`config.mk`:
```
export PLATFORM = sky130hd
export DESIGN_NAME = ts_adc_accum
export DESIGN_NICKNAME = d
export VERILOG_FILES = /design/src/rtl/ts_adc_accum.sv
export SDC_FILE = /design/constraint.sdc
export NUM_CORES = 1
export LEC_CHECK = 0
export BUFFER_PORTS_ARGS = -buffer_cell sky130_fd_sc_hd__clkbuf_2
export CORE_AREA = 2 2 163 165
export DETAILED_ROUTE_END_ITERATION = 7
export DIE_AREA = 0 0 165 167
export PLACE_DENSITY = 0.77
export SLEW_MARGIN = 20
export SYNTH_ARGS = -nofsm -noshare
export SYNTH_HDL_FRONTEND = slang
export SYNTH_SLANG_ARGS = --single-unit
```
`constraint.sdc`:
```
create_clock -name CLK -period 8.35 [get_ports CLK]
set_input_delay 0.835 -clock CLK [delete_from_list [all_inputs] [get_ports CLK]]
set_output_delay 0.835 -clock CLK [all_outputs]
set_load 0.005 [all_outputs]
```
`src/rtl/ts_adc_accum.sv`:
```
// Bit-serial ADC accumulator: decodes per-column thermometer codes and sums
// shift-weighted bit planes into a signed per-column frame result.

module ts_adc_lane #(
  parameter int numAdcBits = 4,
  parameter int numInBits  = 4,
  parameter int kWidth     = 2,
  localparam int compCount = 2**numAdcBits-1,
  localparam int accWidth  = numAdcBits+numInBits
) (
  input  logic [compCount-1:0] code,
  input  logic [accWidth-1:0]  acc,
  input  logic [kWidth-1:0]    k,
  input  logic                 first,
  input  logic                 sub,
  output logic [accWidth-1:0]  nxt,
  output logic                 err
);
  logic [numAdcBits-1:0] cnt, dec;
  logic [accWidth-1:0]   wv, base;

  always_comb begin
    cnt = '0;
    for (int i = 0; i < compCount; i++) cnt = cnt + numAdcBits'(code[i]);
    // popcount minus half-scale is just the popcount with its MSB flipped
    dec  = {~cnt[numAdcBits-1], cnt[numAdcBits-2:0]};
    wv   = {{numInBits{dec[numAdcBits-1]}}, dec} << k;
    base = first ? '0 : acc;
    nxt  = sub ? base - wv : base + wv;
  end

  // a 1 sitting directly above a 0 breaks the thermometer ordering
  assign err = |(code[compCount-1:1] & ~code[compCount-2:0]);
endmodule

module ts_adc_accum #(
  parameter int numCols    = 8,
  parameter int numAdcBits = 4,
  parameter int numInBits  = 4,
  localparam int compCount = 2**numAdcBits-1,
  localparam int accWidth  = numAdcBits+numInBits
) (
  input  logic                          CLK,
  input  logic                          RST,
  input  logic [compCount*numCols-1:0]  ADC_OUT,
  input  logic                          ADC_VALID,
  output logic                          ADC_READY,
  input  logic                          SIGNED_IN,
  input  logic                          CLR,
  output logic [accWidth*numCols-1:0]   RESULT,
  output logic                          RESULT_VALID,
  input  logic                          RESULT_READY,
  output logic                          THERM_ERR
);
  localparam int kWidth = (numInBits > 1) ? $clog2(numInBits) : 1;

  typedef enum logic {ACCUM, STALL} state_t;

  state_t                             state;
  logic [kWidth-1:0]                  k;
  logic [numCols-1:0][accWidth-1:0]   acc, nxt, result;
  logic [numCols-1:0]                 err;
  logic                               accept, last, res_free, sub;

  assign ADC_READY = (state == ACCUM);
  assign accept    = ADC_VALID && ADC_READY;
  assign last      = (k == kWidth'(numInBits-1));
  assign res_free  = !RESULT_VALID || RESULT_READY;
  assign sub       = SIGNED_IN && last;
  assign RESULT    = result;

  for (genvar j = 0; j < numCols; j++) begin : g_lane
    ts_adc_lane #(
      .numAdcBits(numAdcBits), .numInBits(numInBits), .kWidth(kWidth)
    ) u_lane (
      .code (ADC_OUT[j*compCount +: compCount]),
      .acc  (acc[j]),
      .k    (k),
      .first(k == '0),
      .sub  (sub),
      .nxt  (nxt[j]),
      .err  (err[j])
    );
  end

  always_ff @(posedge CLK or posedge RST) begin
    if (RST) begin
      state        <= ACCUM;
      k            <= '0;
      acc          <= '0;
      result       <= '0;
      RESULT_VALID <= 1'b0;
      THERM_ERR    <= 1'b0;
    end else begin
      if (accept && |err) THERM_ERR <= 1'b1;

      // result register: a fresh or held sum reloads it, else consume drains it
      if (!CLR && accept && last && res_free) begin
        result       <= nxt;
        RESULT_VALID <= 1'b1;
      end else if (!CLR && state == STALL && RESULT_READY) begin
        result       <= acc;
        RESULT_VALID <= 1'b1;
      end else if (RESULT_READY) begin
        RESULT_VALID <= 1'b0;
      end

      if (CLR) begin
        state <= ACCUM;
        k     <= '0;
        acc   <= '0;
      end else begin
        case (state)
          ACCUM: if (accept) begin
            if (last) begin
              k <= '0;
              if (!res_free) begin
                acc   <= nxt;
                state <= STALL;
              end
            end else begin
              acc <= nxt;
              k   <= k + kWidth'(1);
            end
          end
          STALL: if (RESULT_READY) begin
            state <= ACCUM;
            k     <= '0;
          end
          default: state <= ACCUM;
        endcase
      end
    end
  end
endmodule

```
==> flow_results.xml, run 1 <==
<?xml version="1.0" encoding="UTF-8"?>
<metrics>
  <group name="status">
    <metric name="status" unit="">completed</metric>
  </group>
  <group name="min_path">
    <metric name="hold_start" unit="">RESULT[40]$_DFFE_PP0P_</metric>
    <metric name="endpoint_worst_hold" unit="">RESULT[40]$_DFFE_PP0P_</metric>
    <metric name="worst_hold_path_depth" unit="">1</metric>
    <metric name="hold_class" unit="">reg -&gt; reg</metric>
  </group>
  <group name="timing">
    <metric name="finalSetupViolCount" unit="">0</metric>
    <metric name="rsz0062_at_grt" unit="">false</metric>
    <metric name="fin_skew" unit="ps">11.33</metric>
    <metric name="tightestPinTransition" unit="ps">1090</metric>
    <metric name="fin_setup_tns" unit="ps">0</metric>
    <metric name="final_max_slew_viol_count" unit="">0</metric>
    <metric name="finalHoldViolations" unit="">0</metric>
    <metric name="post-route-min-period" unit="ps">6871</metric>
    <metric name="relSlewSlack" unit="">0.2734</metric>
    <metric name="clock.fmax" unit="MHz">145.5</metric>
    <metric name="final.period_utilization" unit="">0.8229</metric>
  </group>
  <group name="global_route">
    <metric name="globalRouteTotalUtil" unit="">0.3164</metric>
    <metric name="wire_length_of_the_first_global_routing_pass" unit="mm">69.50</metric>
    <metric name="gr-total-overflow" unit="">0</metric>
    <metric name="grt_antenna_before_repair" unit="">0</metric>
    <metric name="number_of_global_route_vias_before_repair" unit="">13456</metric>
    <metric name="grt_max_degree" unit="">83</metric>
  </group>
  <group name="layout">
    <metric name="design.final.nets" unit="">2311</metric>
    <metric name="most_common_cell_after_layout_fill_and_taps_aside" unit="">sky130_fd_sc_hd__inv_1</metric>
    <metric name="mostFrequentLayoutCells" unit="">221 x sky130_fd_sc_hd__inv_1, 191 x sky130_fd_sc_hd__clkbuf_2, 189 x sky130_fd_sc_hd__nand2_1</metric>
    <metric name="antenna_cells_inserted" unit="">0</metric>
    <metric name="flow.area_growth_from_synthesis" unit="%">11.95</metric>
    <metric name="utilization" unit="">0.6383</metric>
    <metric name="layout-drive-gt1-share" unit="">0.1368</metric>
    <metric name="num-fill-cells" unit="">2285</metric>
    <metric name="multiInputGateArea" unit="mm2">0.01013</metric>
    <metric name="sequential_cell_area" unit="mm2">0.003331</metric>
  </group>
  <group name="setup_path">
    <metric name="critical_path.max_stage_delay" unit="ps">540</metric>
    <metric name="worst-setup-path-type" unit="">in -&gt; reg</metric>
    <metric name="critical_path.top_delay_family" unit="">adder cells</metric>
    <metric name="timing.critical_path.to_type" unit="">flip-flop</metric>
    <metric name="crit-reg2reg-capture" unit="">acc[47]$_DFFE_PP0P_</metric>
    <metric name="crit_arrival" unit="ps">7200</metric>
    <metric name="timing.reg2reg.setup_slack" unit="ps">3130</metric>
    <metric name="critPathMaxFanout" unit="">5</metric>
    <metric name="crit_path_start_kind" unit="">input port</metric>
    <metric name="timing.critical_path.buf_inv" unit="">6</metric>
    <metric name="critPathSlowestCell" unit="">sky130_fd_sc_hd__fa_1</metric>
    <metric name="ff2ff_path_depth" unit="">13</metric>
    <metric name="required" unit="ps">8680</metric>
    <metric name="crit-reg2reg-launch" unit="">k[1]$_DFFE_PP0P_</metric>
  </group>
  <group name="pwr">
    <metric name="power-per-cell-area" unit="mW/mm2">440.6</metric>
    <metric name="cellLeakagePower" unit="nW">7.869</metric>
    <metric name="max-vdd-ir-drop" unit="V">0.0002102</metric>
    <metric name="p_total" unit="mW">7.245</metric>
  </group>
  <group name="synthesis">
    <metric name="yosysUniqueCellTypes" unit="">76</metric>
    <metric name="synth-seq-area-share" unit="">0.2266</metric>
    <metric name="yosys_register_bits" unit="">133</metric>
    <metric name="netlist_instances" unit="">1857</metric>
    <metric name="synth_area" unit="mm2">0.01469</metric>
    <metric name="postSynthNetCount" unit="">2177</metric>
    <metric name="syn-mean-instance-area" unit="um2">7.911</metric>
    <metric name="synth.yosys.warnings" unit="">0</metric>
    <metric name="synth_flop_cell" unit="">sky130_fd_sc_hd__dfrtp_1</metric>
    <metric name="ys_async_rst_share" unit="">1.000</metric>
    <metric name="post_synth_edffs" unit="">0</metric>
  </group>
  <group name="die">
    <metric name="initial_utilization" unit="">0.5702</metric>
    <metric name="io-pin-count" unit="">193</metric>
    <metric name="floorplan.rows" unit="">59</metric>
    <metric name="die_y" unit="um">167</metric>
    <metric name="die-width" unit="um">165</metric>
    <metric name="die-area" unit="mm2">0.02756</metric>
    <metric name="coreArea" unit="mm2">0.02576</metric>
  </group>
  <group name="detailed_routing">
    <metric name="average_vias_per_placed_instance" unit="">6.003</metric>
    <metric name="drtPass1Iterations" unit="">6</metric>
    <metric name="routed-via-count" unit="">14034</metric>
    <metric name="drt_drc" unit="">0</metric>
    <metric name="ant_nets" unit="">0</metric>
    <metric name="wl" unit="mm">43.26</metric>
    <metric name="wl_per_cell" unit="um">18.50</metric>
    <metric name="first_iter_violations" unit="">1348</metric>
  </group>
  <group name="place">
    <metric name="port-buffer-count" unit="">192</metric>
    <metric name="gp_routability_congestion" unit="">1.036</metric>
    <metric name="place_hpwl" unit="mm">32.80</metric>
  </group>
  <group name="cts">
    <metric name="ctsRootBufferMaster" unit="">sky130_fd_sc_hd__clkbuf_16</metric>
    <metric name="worst_skew_pair.late_latency" unit="ps">430</metric>
    <metric name="post_cts_resize_count" unit="">0</metric>
    <metric name="cts_post_setup_buffers_inserted" unit="">0</metric>
    <metric name="cts_tree" unit="">built</metric>
    <metric name="number_of_sinks_handled_by_clock_tree_synthesis" unit="">133</metric>
    <metric name="ctsHoldBuffers" unit="">0</metric>
    <metric name="cts_made_buffers" unit="">17</metric>
    <metric name="clockBufferDepth" unit="">2</metric>
    <metric name="cts_htree_levels" unit="">4</metric>
    <metric name="register_clock_pin_slew_on_the_reported_worst_setup_and_hold_paths" unit="ps">60</metric>
  </group>
  <group name="run">
    <metric name="maxCapViolCount" unit="">0</metric>
  </group>
</metrics>
layout make-up:
| cell class | instances | area share |
|---|---|---|
| clock buffer | 19 | 0.02754 |
| timing repair buffer | 206 | 0.06482 |
| inverter | 224 | 0.05143 |
| clock inverter | 12 | 0.01217 |
| tap | 335 | 0.02549 |
| multi-input combinational | 1409 | 0.6160 |
| sequential | 133 | 0.2025 |
registers in the layout (all words and copies together) (netlist names):
register and flops:
RESULT_VALID 1, k 2, RESULT 64, THERM_ERR 1, acc 64, state 1
cells by family after synthesis:
| kind of cell | after synthesis | synth area share |
|---|---|---|
| AND/OR/NAND/NOR | 618 | 0.2053 |
| AO/OA/AOI/OAI | 493 | 0.2107 |
| buffers and inverters | 315 | 0.08585 |
| adder cells (fa/ha/maj) | 194 | 0.2061 |
| flip-flops | 133 | 0.2266 |
| XOR/XNOR | 65 | 0.03875 |
| multiplexers | 39 | 0.02674 |
cells in the mapped netlist, drive strengths merged, types with 11 or more instances:
cell type | number | area [um2]
mux2i | 37 | 370.4
o311ai | 11 | 96.34
a21oi | 160 | 812.0
xor2 | 15 | 131.4
nor3 | 33 | 170.2
nand3b | 21 | 157.7
a211oi | 34 | 265.3
nand3 | 26 | 135.1
xnor2 | 50 | 437.9
inv | 223 | 837.1
nor4 | 18 | 112.6
a21boi | 12 | 90.08
ha | 114 | 1426
o22ai | 31 | 193.9
o21a | 13 | 97.59
buf | 38 | 221.5
a31oi | 13 | 81.33
dfrtp | 133 | 3328
or3 | 16 | 100.1
nand2b | 14 | 87.58
and3 | 12 | 76.33
nor2 | 159 | 599.3
nor2b | 88 | 550.5
a221o | 17 | 170.2
o21ai | 130 | 650.6
fa | 80 | 1602
clkbuf | 53 | 198.9
nand2 | 189 | 709.4
worst register-to-register path, delay by kind of cell, from the launching register on:
kind | cells | cell delay [ps]
compound gates | 5 | 1720
buf+inv | 3 | 1130
fa+ha+maj | 2 | 980
simple gates | 2 | 820
flops | 1 | 340
xor+xnor | 1 | 160
per-layer routing:
| layer | wire length, um | track usage |
|---|---|---|
| met5 | 0 | 0 |
| met4 | 1374 | 0.1093 |
| met3 | 3642 | 0.04159 |
| met2 | 19330 | 0.4884 |
| met1 | 18920 | 0.4563 |
power by group:
part           switching (mW)  total [mW]  internal, mW
sequential              0.154        1.00         0.849
clock                   0.300       0.845         0.545
combinational            3.14        5.40          2.26
total                    3.59        7.25          3.65
worst max-delay path by stage:
stage           startpoint  cells past startpoint                      to
2_1_floorplan  ADC_OUT[75]                     25  RESULT[46]$_DFFE_PP0P_
3_3_place_gp   ADC_OUT[76]                     26  RESULT[46]$_DFFE_PP0P_
3_5_place_dp   ADC_OUT[76]                     26  RESULT[46]$_DFFE_PP0P_
4_1_cts        ADC_OUT[15]                     27     acc[15]$_DFFE_PP0P_
5_1_grt        ADC_OUT[15]                     27     acc[15]$_DFFE_PP0P_
6_report       ADC_OUT[76]                     27     acc[47]$_DFFE_PP0P_
through the flow:
step | hold WS, ps | setup WS [ps] | std cells | cell area, um2
after CTS | 516.2 | 1543 | 2338 | 16450
final | 510.2 | 1479 | 2338 | 16450
after global routing | 539.4 | 990.2 | 2338 | 16450
after detailed placement | 502.4 | 1120 | 2307 | 15790
after global placement | 497.4 | 1310 | 2307 | 15790
after floorplan | 467.8 | 1757 | 1857 | 14690
Power figures use the tool's default switching activity.
==> inputs of run 2 (changes only) <==
--- a/config.mk
+++ b/config.mk
@@ -5,11 +5,12 @@
 export SDC_FILE = /design/constraint.sdc
 export NUM_CORES = 1
 export LEC_CHECK = 0
+export ABC_AREA = 1
 export BUFFER_PORTS_ARGS = -buffer_cell sky130_fd_sc_hd__clkbuf_2
 export CORE_AREA = 2 2 163 165
 export DETAILED_ROUTE_END_ITERATION = 7
 export DIE_AREA = 0 0 165 167
-export PLACE_DENSITY = 0.77
+export PLACE_DENSITY = 0.76
 export SLEW_MARGIN = 20
 export SYNTH_ARGS = -nofsm -noshare
 export SYNTH_HDL_FRONTEND = slang
==> constraint.sdc (replaced) <==
create_clock -name CLK -period 6.1 [get_ports CLK]
set_input_delay 0.61 -clock CLK [delete_from_list [all_inputs] [get_ports CLK]]
set_output_delay 0.61 -clock CLK [all_outputs]
set_load 0.005 [all_outputs]
==> flow_results.xml, run 2 <==
<?xml version="1.0" encoding="UTF-8"?>
<metrics>
  <group name="setup_path">
    <metric name="ff2ff_path_depth" unit="">15</metric>
    <metric name="timing.critical_path.to_type" unit="">flip-flop</metric>
    <metric name="critical_path.max_stage_delay" unit="ps">550</metric>
    <metric name="required" unit="ps">6420</metric>
    <metric name="cp_endpoint" unit="">RESULT[15]$_DFFE_PP0P_</metric>
    <metric name="critical_path.startpoint" unit="">ADC_OUT[15]</metric>
    <metric name="critPathSlowestCell" unit="">sky130_fd_sc_hd__fa_1</metric>
    <metric name="timing.reg2reg.setup_slack" unit="ps">1850</metric>
    <metric name="worst-setup-path-type" unit="">in -&gt; reg</metric>
    <metric name="crit-reg2reg-launch" unit="">k[0]$_DFFE_PP0P_</metric>
    <metric name="critPathMaxFanout" unit="">3</metric>
    <metric name="crit_arrival" unit="ps">6140</metric>
    <metric name="crit_path_start_kind" unit="">input port</metric>
    <metric name="crit-reg2reg-capture" unit="">RESULT[53]$_DFFE_PP0P_</metric>
  </group>
  <group name="timing">
    <metric name="final.period_utilization" unit="">0.9546</metric>
    <metric name="rsz0062_at_grt" unit="">true</metric>
    <metric name="final_max_slew_viol_count" unit="">0</metric>
    <metric name="relSlewSlack" unit="">0.2445</metric>
    <metric name="timing.final.ws_setup" unit="ps">277.2</metric>
    <metric name="tightestPinTransition" unit="ps">1129</metric>
    <metric name="final.hold.worst_slack" unit="ps">384.8</metric>
    <metric name="clock.fmax" unit="MHz">171.7</metric>
    <metric name="finalHoldViolations" unit="">0</metric>
    <metric name="fin_skew" unit="ps">10.24</metric>
    <metric name="finalSetupViolCount" unit="">0</metric>
    <metric name="post-route-min-period" unit="ps">5823</metric>
  </group>
  <group name="cts">
    <metric name="ctsHoldBuffers" unit="">0</metric>
    <metric name="cts_tree" unit="">built</metric>
    <metric name="number_of_sinks_handled_by_clock_tree_synthesis" unit="">133</metric>
    <metric name="ctsRootBufferMaster" unit="">sky130_fd_sc_hd__clkbuf_16</metric>
    <metric name="worst_skew_pair.late_latency" unit="ps">430</metric>
    <metric name="clockBufferDepth" unit="">2</metric>
    <metric name="cts_made_buffers" unit="">17</metric>
    <metric name="register_clock_pin_slew_on_the_reported_worst_setup_and_hold_paths" unit="ps">60</metric>
    <metric name="cts_htree_levels" unit="">4</metric>
  </group>
  <group name="synthesis">
    <metric name="synthDominantAreaCellType" unit="">sky130_fd_sc_hd__dfrtp_1</metric>
    <metric name="ys_async_rst_share" unit="">1.000</metric>
    <metric name="post_synth_edffs" unit="">0</metric>
    <metric name="synth_area_leaders" unit="">sky130_fd_sc_hd__dfrtp_1 24%, sky130_fd_sc_hd__fa_1 12%, sky130_fd_sc_hd__nand2_1 11%</metric>
    <metric name="most_common_cell_in_the_synthesized_netlist" unit="">sky130_fd_sc_hd__nand2_1</metric>
    <metric name="synth_area" unit="mm2">0.01371</metric>
    <metric name="synth_flop_cell" unit="">sky130_fd_sc_hd__dfrtp_1</metric>
    <metric name="netlist_instances" unit="">1867</metric>
    <metric name="synth_top_cells_by_count" unit="">405 x sky130_fd_sc_hd__nand2_1, 369 x sky130_fd_sc_hd__inv_1, 133 x sky130_fd_sc_hd__dfrtp_1</metric>
    <metric name="yosysUniqueCellTypes" unit="">48</metric>
    <metric name="yosys.area.top_type_share" unit="">0.2428</metric>
    <metric name="yosys_register_bits" unit="">133</metric>
    <metric name="synth.yosys.warnings" unit="">0</metric>
    <metric name="syn-mean-instance-area" unit="um2">7.342</metric>
    <metric name="synth-seq-area-share" unit="">0.2428</metric>
    <metric name="postSynthNetCount" unit="">2187</metric>
  </group>
  <group name="detailed_routing">
    <metric name="drtPass1Iterations" unit="">5</metric>
    <metric name="first_iter_violations" unit="">875</metric>
    <metric name="wl_per_cell" unit="um">14.69</metric>
    <metric name="ant_nets" unit="">0</metric>
    <metric name="average_vias_per_placed_instance" unit="">5.284</metric>
    <metric name="wl" unit="mm">35.53</metric>
    <metric name="routed-via-count" unit="">12783</metric>
    <metric name="drt_drc" unit="">0</metric>
  </group>
  <group name="pwr">
    <metric name="max-vdd-ir-drop" unit="V">0.0002869</metric>
    <metric name="cellLeakagePower" unit="nW">8.672</metric>
    <metric name="p_total" unit="mW">10.30</metric>
    <metric name="power-per-cell-area" unit="mW/mm2">649.1</metric>
  </group>
  <group name="layout">
    <metric name="flow.area_growth_from_synthesis" unit="%">15.80</metric>
    <metric name="most_common_cell_after_layout_fill_and_taps_aside" unit="">sky130_fd_sc_hd__nand2_1</metric>
    <metric name="design.final.nets" unit="">2391</metric>
    <metric name="layout-drive-gt1-share" unit="">0.1617</metric>
    <metric name="mostFrequentLayoutCells" unit="">403 x sky130_fd_sc_hd__nand2_1, 364 x sky130_fd_sc_hd__inv_1, 192 x sky130_fd_sc_hd__clkbuf_2</metric>
    <metric name="antenna_cells_inserted" unit="">0</metric>
  </group>
  <group name="run">
    <metric name="maxCapViolCount" unit="">0</metric>
  </group>
  <group name="global_route">
    <metric name="grt_antenna_before_repair" unit="">0</metric>
    <metric name="number_of_global_route_vias_before_repair" unit="">12461</metric>
    <metric name="grt_max_degree" unit="">75</metric>
    <metric name="wire_length_of_the_first_global_routing_pass" unit="mm">59.48</metric>
    <metric name="globalRouteTotalUtil" unit="">0.2657</metric>
    <metric name="gr-total-overflow" unit="">0</metric>
  </group>
  <group name="die">
    <metric name="die_y" unit="um">167</metric>
    <metric name="coreArea" unit="mm2">0.02576</metric>
    <metric name="io-pin-count" unit="">193</metric>
    <metric name="die-area" unit="mm2">0.02756</metric>
    <metric name="floorplan.rows" unit="">59</metric>
    <metric name="initial_utilization" unit="">0.5321</metric>
    <metric name="die-width" unit="um">165</metric>
  </group>
  <group name="place">
    <metric name="port-buffer-count" unit="">192</metric>
    <metric name="gp_routability_congestion" unit="">0.8992</metric>
    <metric name="place_hpwl" unit="mm">26.56</metric>
    <metric name="place_worst_setup_slack" unit="ps">-163.9</metric>
  </group>
  <group name="status">
    <metric name="status" unit="">completed</metric>
  </group>
  <group name="min_path">
    <metric name="hold_class" unit="">in -&gt; async</metric>
  </group>
</metrics>
[run 2: cell types whose count changed after synthesis, moves of 30 or more]
cell,change
sky130_fd_sc_hd__a211oi_1,-31
sky130_fd_sc_hd__a21oi_1,-79
sky130_fd_sc_hd__a22oi_1,+30
sky130_fd_sc_hd__inv_1,+147
sky130_fd_sc_hd__mux2i_1,-36
sky130_fd_sc_hd__nand2_1,+216
sky130_fd_sc_hd__nand3_1,+63
sky130_fd_sc_hd__nor2_1,-33
sky130_fd_sc_hd__nor2b_1,-88
sky130_fd_sc_hd__xor2_1,+43
[run 2: critical path, delay by kind of cell]
family,cells,cell delay [ps]
and+or+nand+nor,7,710
adders and majority gates,9,3360
AOI/OAI and AO/OA,5,850
buffers and inverters,7,510
xor gates and xnor gates,1,100
[run 2: cell type report]
cell class / instances / area [um2]
repair buffers: 245 / 1359
clock buffers: 19 / 442.9
clock inverters: 13 / 157.7
fillers: 2335 / 9889
well taps: 335 / 419.2
flip-flops and latches: 133 / 3328
inverters: 380 / 1434
multi-input cells: 1294 / 8733
[run 2: power breakdown]
| part | total, mW | leakage, nW | switching [mW] | internal [mW] |
|---|---|---|---|---|
| clock network | 1.06 | 0.285 | 0.413 | 0.651 |
| logic | 7.83 | 6.65 | 4.58 | 3.25 |
| registers | 1.41 | 1.74 | 0.200 | 1.21 |
[run 2: cell families (layout without fill, tap and decap cells)]
| family | Yosys count | count (layout) | synth area share |
|---|---|---|---|
| compound gates | 346 | 346 | 0.1530 |
| buf+inv | 440 | 657 | 0.1261 |
| simple gates | 665 | 665 | 0.2003 |
| xor+xnor | 88 | 88 | 0.05622 |
| mux | 1 | 1 | 0.0007302 |
| flops | 133 | 133 | 0.2428 |
| fa+ha+maj | 194 | 194 | 0.2209 |
[run 2: what timing repair did]
action                                  in CTS  in global routing
endpoints found under the setup margin       0                 39
endpoints found under the hold margin        0                  0
resized for setup                            0                 33
setup buffers                                0                  3
[run 2: worst min path at each step]
| stage | slack, ps | to | startpoint | depth (start not counted) |
|---|---|---|---|---|
| 2_1_floorplan | 470 | THERM_ERR$_DFFE_PP0P_ | THERM_ERR$_DFFE_PP0P_ | 1 |
| 3_3_place_gp | 460 | THERM_ERR$_DFFE_PP0P_ | THERM_ERR$_DFFE_PP0P_ | 1 |
| 3_5_place_dp | 470 | THERM_ERR$_DFFE_PP0P_ | THERM_ERR$_DFFE_PP0P_ | 1 |
| 4_1_cts | 430 | acc[13]$_DFFE_PP0P_ | RST | 2 |
| 5_1_grt | 480 | RESULT[11]$_DFFE_PP0P_ | RST | 2 |
| 6_report | 380 | RESULT[11]$_DFFE_PP0P_ | RST | 2 |
[run 2: per-layer routing]
metal / vias to the layer above / GRT usage / routed length [um]
li1: 6383 / - / -
met1: 5889 / 0.3865 / 16870
met2: 452 / 0.4096 / 15430
met3: 59 / 0.04010 / 2433
met4: 0 / 0.07902 / 797
met5: - / 0 / 0
[run 2: per-stage QoR]
stage	instance area (um2)	TNS [ps]	util	cells
6_report	15870	0	0.6161	2419
5_1_grt	15870	-357.0	0.6161	2419
2_1_floorplan	13710	0	-	1867
3_3_place_gp	15180	-76.46	0.5891	2384
3_5_place_dp	15180	-3379	0.5891	2384
4_1_cts	15780	0	0.6125	2416
